**src/rtl/xwraddrgen_if.sv**
```systemverilog
// Stream-in / memory-write-out bundle for xwraddrgen.
// The master side drives the input beat stream and observes the write port.
interface xwraddrgen_if #(
  parameter int MEM_ADDR_W = 10,
  parameter int DATA_W     = 32
);
  logic                  in_valid;
  logic [DATA_W-1:0]     in_data;
  logic [MEM_ADDR_W-1:0] addr;
  logic                  we;
  logic [DATA_W-1:0]     wdata;

  modport master (output in_valid, in_data, input addr, we, wdata);
  modport slave  (input in_valid, in_data, output addr, we, wdata);
endinterface

```
**src/rtl/xwraddrgen.sv**
```systemverilog
// Write-side Versat address generator, advanced once per accepted beat; write port registered (1 cycle).
// No backpressure: beats in IDLE or under pause are dropped (flagged on err when XWRADDRGEN_ERR_EN is defined).
module xwraddrgen #(
  parameter int MEM_ADDR_W = 10,
  parameter int PERIOD_W   = 10,
  parameter int DATA_W     = 32
) (
  input  logic                         clk,
  input  logic                         rst,
  input  logic                         init,
  input  logic                         run,
  input  logic                         pause,
  input  logic        [MEM_ADDR_W-1:0] iterations,
  input  logic        [PERIOD_W-1:0]   period,
  input  logic        [PERIOD_W-1:0]   duty,
  input  logic        [PERIOD_W-1:0]   delay,
  input  logic        [MEM_ADDR_W-1:0] start,
  input  logic signed [MEM_ADDR_W-1:0] shift,
  input  logic signed [MEM_ADDR_W-1:0] incr,
  xwraddrgen_if.slave                  bus,
  output logic                         done
`ifdef XWRADDRGEN_ERR_EN
  ,
  output logic                         err
`endif
);

  typedef enum logic [1:0] {IDLE, SKIP, RUN} state_t;

  state_t                state, state_nxt;
  logic [MEM_ADDR_W-1:0] cur_addr;
  logic [MEM_ADDR_W-1:0] iter;
  logic [PERIOD_W-1:0]   slot;
  logic [PERIOD_W-1:0]   skip_cnt;
  logic [MEM_ADDR_W-1:0] addr_q;
  logic [DATA_W-1:0]     wdata_q;
  logic                  we_q;

  logic [PERIOD_W-1:0]   period_eff;
  logic [PERIOD_W-1:0]   duty_eff;
  logic [MEM_ADDR_W-1:0] iter_eff;
  logic                  beat;
  logic                  last_slot;
  logic                  pat_end;
  logic                  wr_beat;

  // Degenerate configurations collapse onto the nearest meaningful pattern.
  assign period_eff = (period == '0) ? PERIOD_W'(1) : period;
  assign duty_eff   = (duty > period_eff) ? period_eff : duty;
  assign iter_eff   = (iterations == '0) ? MEM_ADDR_W'(1) : iterations;

  assign beat      = (state != IDLE) && bus.in_valid && !pause;
  assign last_slot = (slot >= period_eff);
  assign pat_end   = (state == RUN) && beat && last_slot && (iter >= iter_eff);

  always_ff @(posedge clk or negedge rst) begin
    if (!rst) state <= IDLE;
    else      state <= state_nxt;
  end

  always_comb begin
    state_nxt = state;
    case (state)
      IDLE:    if (run) state_nxt = (delay != '0) ? SKIP : RUN;
      SKIP:    if (beat && (skip_cnt <= PERIOD_W'(1))) state_nxt = RUN;
      RUN:     if (pat_end && !run) state_nxt = IDLE;
      default: state_nxt = IDLE;
    endcase
  end

  always_comb begin
    done    = (state == IDLE);
    wr_beat = (state == RUN) && beat && (slot != '0) && (slot <= duty_eff);
  end

  always_ff @(posedge clk or negedge rst) begin
    if (!rst) begin
      cur_addr <= '0;
      iter     <= '0;
      slot     <= '0;
      skip_cnt <= '0;
      addr_q   <= '0;
      wdata_q  <= '0;
      we_q     <= 1'b0;
    end else begin
      we_q <= wr_beat;
      if (wr_beat) begin
        addr_q  <= cur_addr;
        wdata_q <= bus.in_data;
      end
      if (state == IDLE) begin
        if (init) begin
          cur_addr <= start;
          iter     <= MEM_ADDR_W'(1);
          slot     <= PERIOD_W'(1);
          skip_cnt <= delay;
        end
      end else if (state == SKIP) begin
        if (beat) skip_cnt <= skip_cnt - PERIOD_W'(1);
      end else if (beat) begin
        if (pat_end && run) begin
          // Back-to-back restart: the delay phase is not repeated.
          cur_addr <= start;
          iter     <= MEM_ADDR_W'(1);
          slot     <= PERIOD_W'(1);
        end else begin
          cur_addr <= cur_addr + (wr_beat ? incr : '0) + (last_slot ? shift : '0);
          if (last_slot) begin
            slot <= PERIOD_W'(1);
            iter <= iter + MEM_ADDR_W'(1);
          end else begin
            slot <= slot + PERIOD_W'(1);
          end
        end
      end
    end
  end

  assign bus.addr  = addr_q;
  assign bus.wdata = wdata_q;
  assign bus.we    = we_q;

`ifdef XWRADDRGEN_ERR_EN
  always_ff @(posedge clk or negedge rst) begin
    if (!rst) err <= 1'b0;
    else      err <= (err & ~init) | (bus.in_valid & ((state == IDLE) | pause));
  end
`endif

endmodule

```
**src/flat_wrapper.sv**
```systemverilog
// flat-port wrapper written by rule: the top's interface ports become plain ports
module xwraddrgen_flat 
#(
  parameter int MEM_ADDR_W = 10,
  parameter int PERIOD_W   = 10,
  parameter int DATA_W     = 32
)
  (clk, rst, init, run, pause, iterations, period, duty, delay, start, shift, incr, done, bus_in_valid, bus_in_data, bus_addr, bus_we, bus_wdata);
  xwraddrgen_if #(.MEM_ADDR_W(MEM_ADDR_W), .DATA_W(DATA_W)) bus_i ();
  input  logic clk;
  input  logic rst;
  input  logic init;
  input  logic run;
  input  logic pause;
  input  logic        [MEM_ADDR_W-1:0] iterations;
  input  logic        [PERIOD_W-1:0] period;
  input  logic        [PERIOD_W-1:0] duty;
  input  logic        [PERIOD_W-1:0] delay;
  input  logic        [MEM_ADDR_W-1:0] start;
  input  logic signed [MEM_ADDR_W-1:0] shift;
  input  logic signed [MEM_ADDR_W-1:0] incr;
  output logic done;
  input wire logic [$bits(bus_i.in_valid)-1:0] bus_in_valid;
  input wire logic [$bits(bus_i.in_data)-1:0] bus_in_data;
  output wire logic [$bits(bus_i.addr)-1:0] bus_addr;
  output wire logic [$bits(bus_i.we)-1:0] bus_we;
  output wire logic [$bits(bus_i.wdata)-1:0] bus_wdata;
  assign bus_i.in_valid = bus_in_valid;
  assign bus_i.in_data = bus_in_data;
  assign bus_addr = bus_i.addr;
  assign bus_we = bus_i.we;
  assign bus_wdata = bus_i.wdata;
  xwraddrgen #(.MEM_ADDR_W(MEM_ADDR_W), .PERIOD_W(PERIOD_W), .DATA_W(DATA_W)) u_core (.clk(clk), .rst(rst), .init(init), .run(run), .pause(pause), .iterations(iterations), .period(period), .duty(duty), .delay(delay), .start(start), .shift(shift), .incr(incr), .bus(bus_i), .done(done));
endmodule
```
**config.mk**
```make
export PLATFORM = sky130hd
export DESIGN_NAME = xwraddrgen_flat
export DESIGN_NICKNAME = d
export VERILOG_FILES = /design/src/rtl/xwraddrgen_if.sv /design/src/rtl/xwraddrgen.sv /design/src/flat_wrapper.sv
export SDC_FILE = /design/constraint.sdc
export NUM_CORES = 1
export LEC_CHECK = 0
export ABC_AREA = 0
export ABC_CLOCK_PERIOD_IN_PS = 5800
export BUFFER_PORTS_ARGS = -buffer_cell sky130_fd_sc_hd__buf_4
export CORE_MARGIN = 2
export CORE_UTILIZATION = 50
export DETAILED_ROUTE_END_ITERATION = 7
export PLACE_DENSITY = 0.73
export SYNTH_ARGS = -nofsm -noshare
export SYNTH_HDL_FRONTEND = slang
export SYNTH_SLANG_ARGS = --single-unit
```
**constraint.sdc**
```tcl
create_clock -name clk -period 5.8 [get_ports clk]
set_clock_uncertainty 0.05 [all_clocks]
set_input_delay 0.29 -clock clk [delete_from_list [all_inputs] [get_ports clk]]
set_output_delay 0.29 -clock clk [all_outputs]
set_load 0.005 [all_outputs]
```
==> results by group <==
Status
  • Status: finished clean

Worst setup path
  • R2R cell count: 16
  • Most frequent CP cell: o21a_1
  • CP Max Fanout: 5
  • Setup CP Type: in2reg
  • CP Launch Type: input pin
  • R2R Setup Slk: 1.22 ns
  • CP arrival: 5.87 ns
  • CP required: 6.03 ns
  • Worst path max stage delay: 0.47 ns
  • Slowest-stage cell, CP: or4b_1
  • Crit path capture type: register
  • R2R Path Start: u_core.slot[9]
  • FF-to-FF End: u_core.cur_addr[9]

Route
  • Vias: 5525
  • Routed WL per cell: 15.3 um
  • DRC Markers: 0
  • Routed Antenna Nets: 0
  • Initial DRC Count: 370
  • DR pass1 iterations: 5
  • Vias/cell: 5.53
  • Final WL: 15300 um

Timing
  • Period utilisation layout: 97.4%
  • Final-report max-slew violation count: 0
  • Minimum clock period: 5.65 ns
  • RSZ-0062 raised after global routing: yes
  • Setup violations, final: 0
  • Fmax: 177 MHz
  • Fin. Hold Viols: 0
  • Relative slew slack: 22.1%
  • Worst-Margin Slew: 1.17 ns

Die
  • Num ports: 152
  • Die area: 12200 um^2
  • Core box area: 11000 um^2
  • Initial Utilization: 51.8%
  • Die W: 111 um
  • # rows: 38
  • Die height: 111 um

Power and ir drop
  • VDD IR max: 0.000235 V
  • Power per cell area: 367 nW/um^2
  • Leakage: 3.99 nW

Synth
  • Mux share of post-synthesis cell area: 1.96%
  • Synth warn: 0
  • Post-synthesis adder-cell area fraction: 15.2%
  • Syn_area_per_cell: 8.33 um^2
  • Synthesized netlist net count: 854
  • Most frequent cell after synthesis: nand2_1
  • Post-Syn Area: 5690 um^2
  • Most used DFF post-synth: dfrtp_1
  • Number of flops mapped to enable cells by yosys: 0
  • Commonest cells in the synthesized netlist: nand2_1 (174), dfrtp_1 (85), o21ai_0 (57)
  • Cell variety after synth: 61
  • Largest family of logic cells by synthesized area: simple AND/OR/NAND/NOR gates
  • Yosys top cell area share: 37.4%
  • Seq cells post-synth: 85
  • Register area share after synthesis: 37.4%
  • Xor/xnor share of the synthesized area: 0.924%
  • Synth top area cells: dfrtp_1 (37%), ha_1 (12%), nand2_1 (11%)
  • Post-synthesis compound-gate area fraction: 15.8%
  • Simple-Gate Fraction of Synth Area: 23.3%
  • Cell taking the most area after synthesis: dfrtp_1
  • Share of flip-flops with an asynchronous set or reset: 100%
  • Mapped Cells: 683

GRT
  • Vias in the first global route: 5497
  • Largest net degree at the start of global routing: 86
  • Grt met1 use: 33.1%
  • Met3 Use GR: 4.87%
  • Grt total ovfl: 0
  • GR Util met2: 41.6%
  • Grt peak-use layer: met2
  • Total GRT Usage: 25.0%
  • First-pass GRT wire length: 25500 um
  • Initial antenna violation count: 0

Clocking
  • CTS tree: yes
  • Worst-path clk slew: 0.06 ns
  • Worst-Skew Late Latency: 0.34 ns
  • H-tree depth: 3
  • Clk buf depth: 2
  • # hold bufs at CTS: 0
  • Clock root buffer: clkbuf_16
  • Num CTS Buffers: 9
  • CTS Sinks: 85

Layout
  • Area grow syn2layout: 33.7%
  • Share of post-route cells with drive strength above 1: 26.3%
  • Finished Layout Cells: 999
  • Antenna diode count: 0
  • Net count of the finished layout: 1025
  • Final Cell Area: 7610 um^2

Placed design
  • DPL Wire Length: 11600 um
  • Placed Cells: 980
  • GPL Wtd Cong: 0.857
  • Cell Area, Placed: 7140 um^2
  • Port Buffers: 151

Min path
  • Hold Crit Class: in2async

Run
  • Maxcap violations: 0
## placed cells by master, fill, tap and decap left out, types with 5 or more instances in the layout
cell type,Yosys,routed
nor2b_1,9,8
o21ai_1,2,5
nor3_1,18,18
a21oi_1,26,26
a31oi_1,11,11
a211oi_1,7,6
inv_1,51,50
and2_1,9,9
nand4_1,6,6
nor2_1,30,30
mux2i_1,10,6
buf_4,2,180
nand2b_1,9,9
fa_1,10,8
o21a_1,6,6
ha_1,53,51
o21ai_0,57,53
nand2_1,174,173
nand3_1,12,12
clkbuf_16,0,9
dfrtp_1,85,85
and3_1,13,13
## how the worst max path moves through the flow
stage / from / endpoint / slack, ns
final: period[7] / u_core.cur_addr[9] / 0.15
after global routing: period[7] / u_core.cur_addr[9] / -0.17
after CTS: period[7] / u_core.cur_addr[9] / 0.001
after detailed placement: period[7] / u_core.cur_addr[9] / -0.47
after global placement: period[7] / u_core.cur_addr[9] / -0.22
after floorplan: period[7] / u_core.cur_addr[9] / 0.005
## routing by layer
layer	share of wire [%]	routed length (um)
met1	44	6720
met2	50	7600
met3	4.7	715
met4	1.9	295
met5	0	0
## power by group
group | switching [W] | internal [W]
clock network | 0.000235 | 0.000434
registers | 0.000159 | 0.000796
logic | 0.000623 | 0.000543
total | 0.00102 | 0.00177
## critical path, delay by kind of cell
family                   cells  cell delay (ns)
multiplexers                 1             0.32
AND/OR/NAND/NOR              8             1.34
AO/OA/AOI/OAI               12             2.15
buffers and inverters        6             0.67
adder cells (fa/ha/maj)      5             1.09
## per-stage QoR
step	utilization (%)	worst slack, ns	power [W]	TNS, ns	hold slack, ns
floorplan	-	0.00467	0.00161	0	-0.0556
finish	69.3	0.153	0.00279	0	0.0617
global route	69.3	-0.166	0.00300	-0.206	0.0771
global placement	65.0	-0.224	0.00205	-0.307	0.410
detailed placement	65.0	-0.472	0.00210	-1.26	0.418
CTS	68.4	0.00136	0.00278	0	0.0801
## sequential cells by signal, indices dropped and copies added, names as in the netlist
name	flops
u_core.bus.we	1
u_core.bus.wdata	32
u_core.iter	10
u_core.cur_addr	10
u_core.state	2
u_core.bus.addr	10
u_core.slot	10
u_core.skip_cnt	10
## final cells by class
| type | count | area [um^2] |
|---|---|---|
| clock buffers | 11 | 243 |
| clock inverters | 5 | 106 |
| fillers | 876 | 3380 |
| inverters | 53 | 199 |
| multi-input cells | 520 | 3350 |
| flip-flops and latches | 85 | 2130 |
| well taps | 140 | 175 |
| repair buffers | 185 | 1410 |
## timing repair
action | CTS | global route
gates resized for setup | 2 | 26
pin swaps | 2 | 11
setup endpoints to repair | 1 | 5
setup buffers | 1 | 3
## cells by family after synthesis
kind of cell | count (synthesis)
AO/OA/AOI/OAI | 144
XOR/XNOR | 6
adder cells (fa/ha/maj) | 63
buffers and inverters | 78
flip-flops | 85
multiplexers | 11
AND/OR/NAND/NOR | 296
No activity file was read; power rests on OpenSTA's default activity.
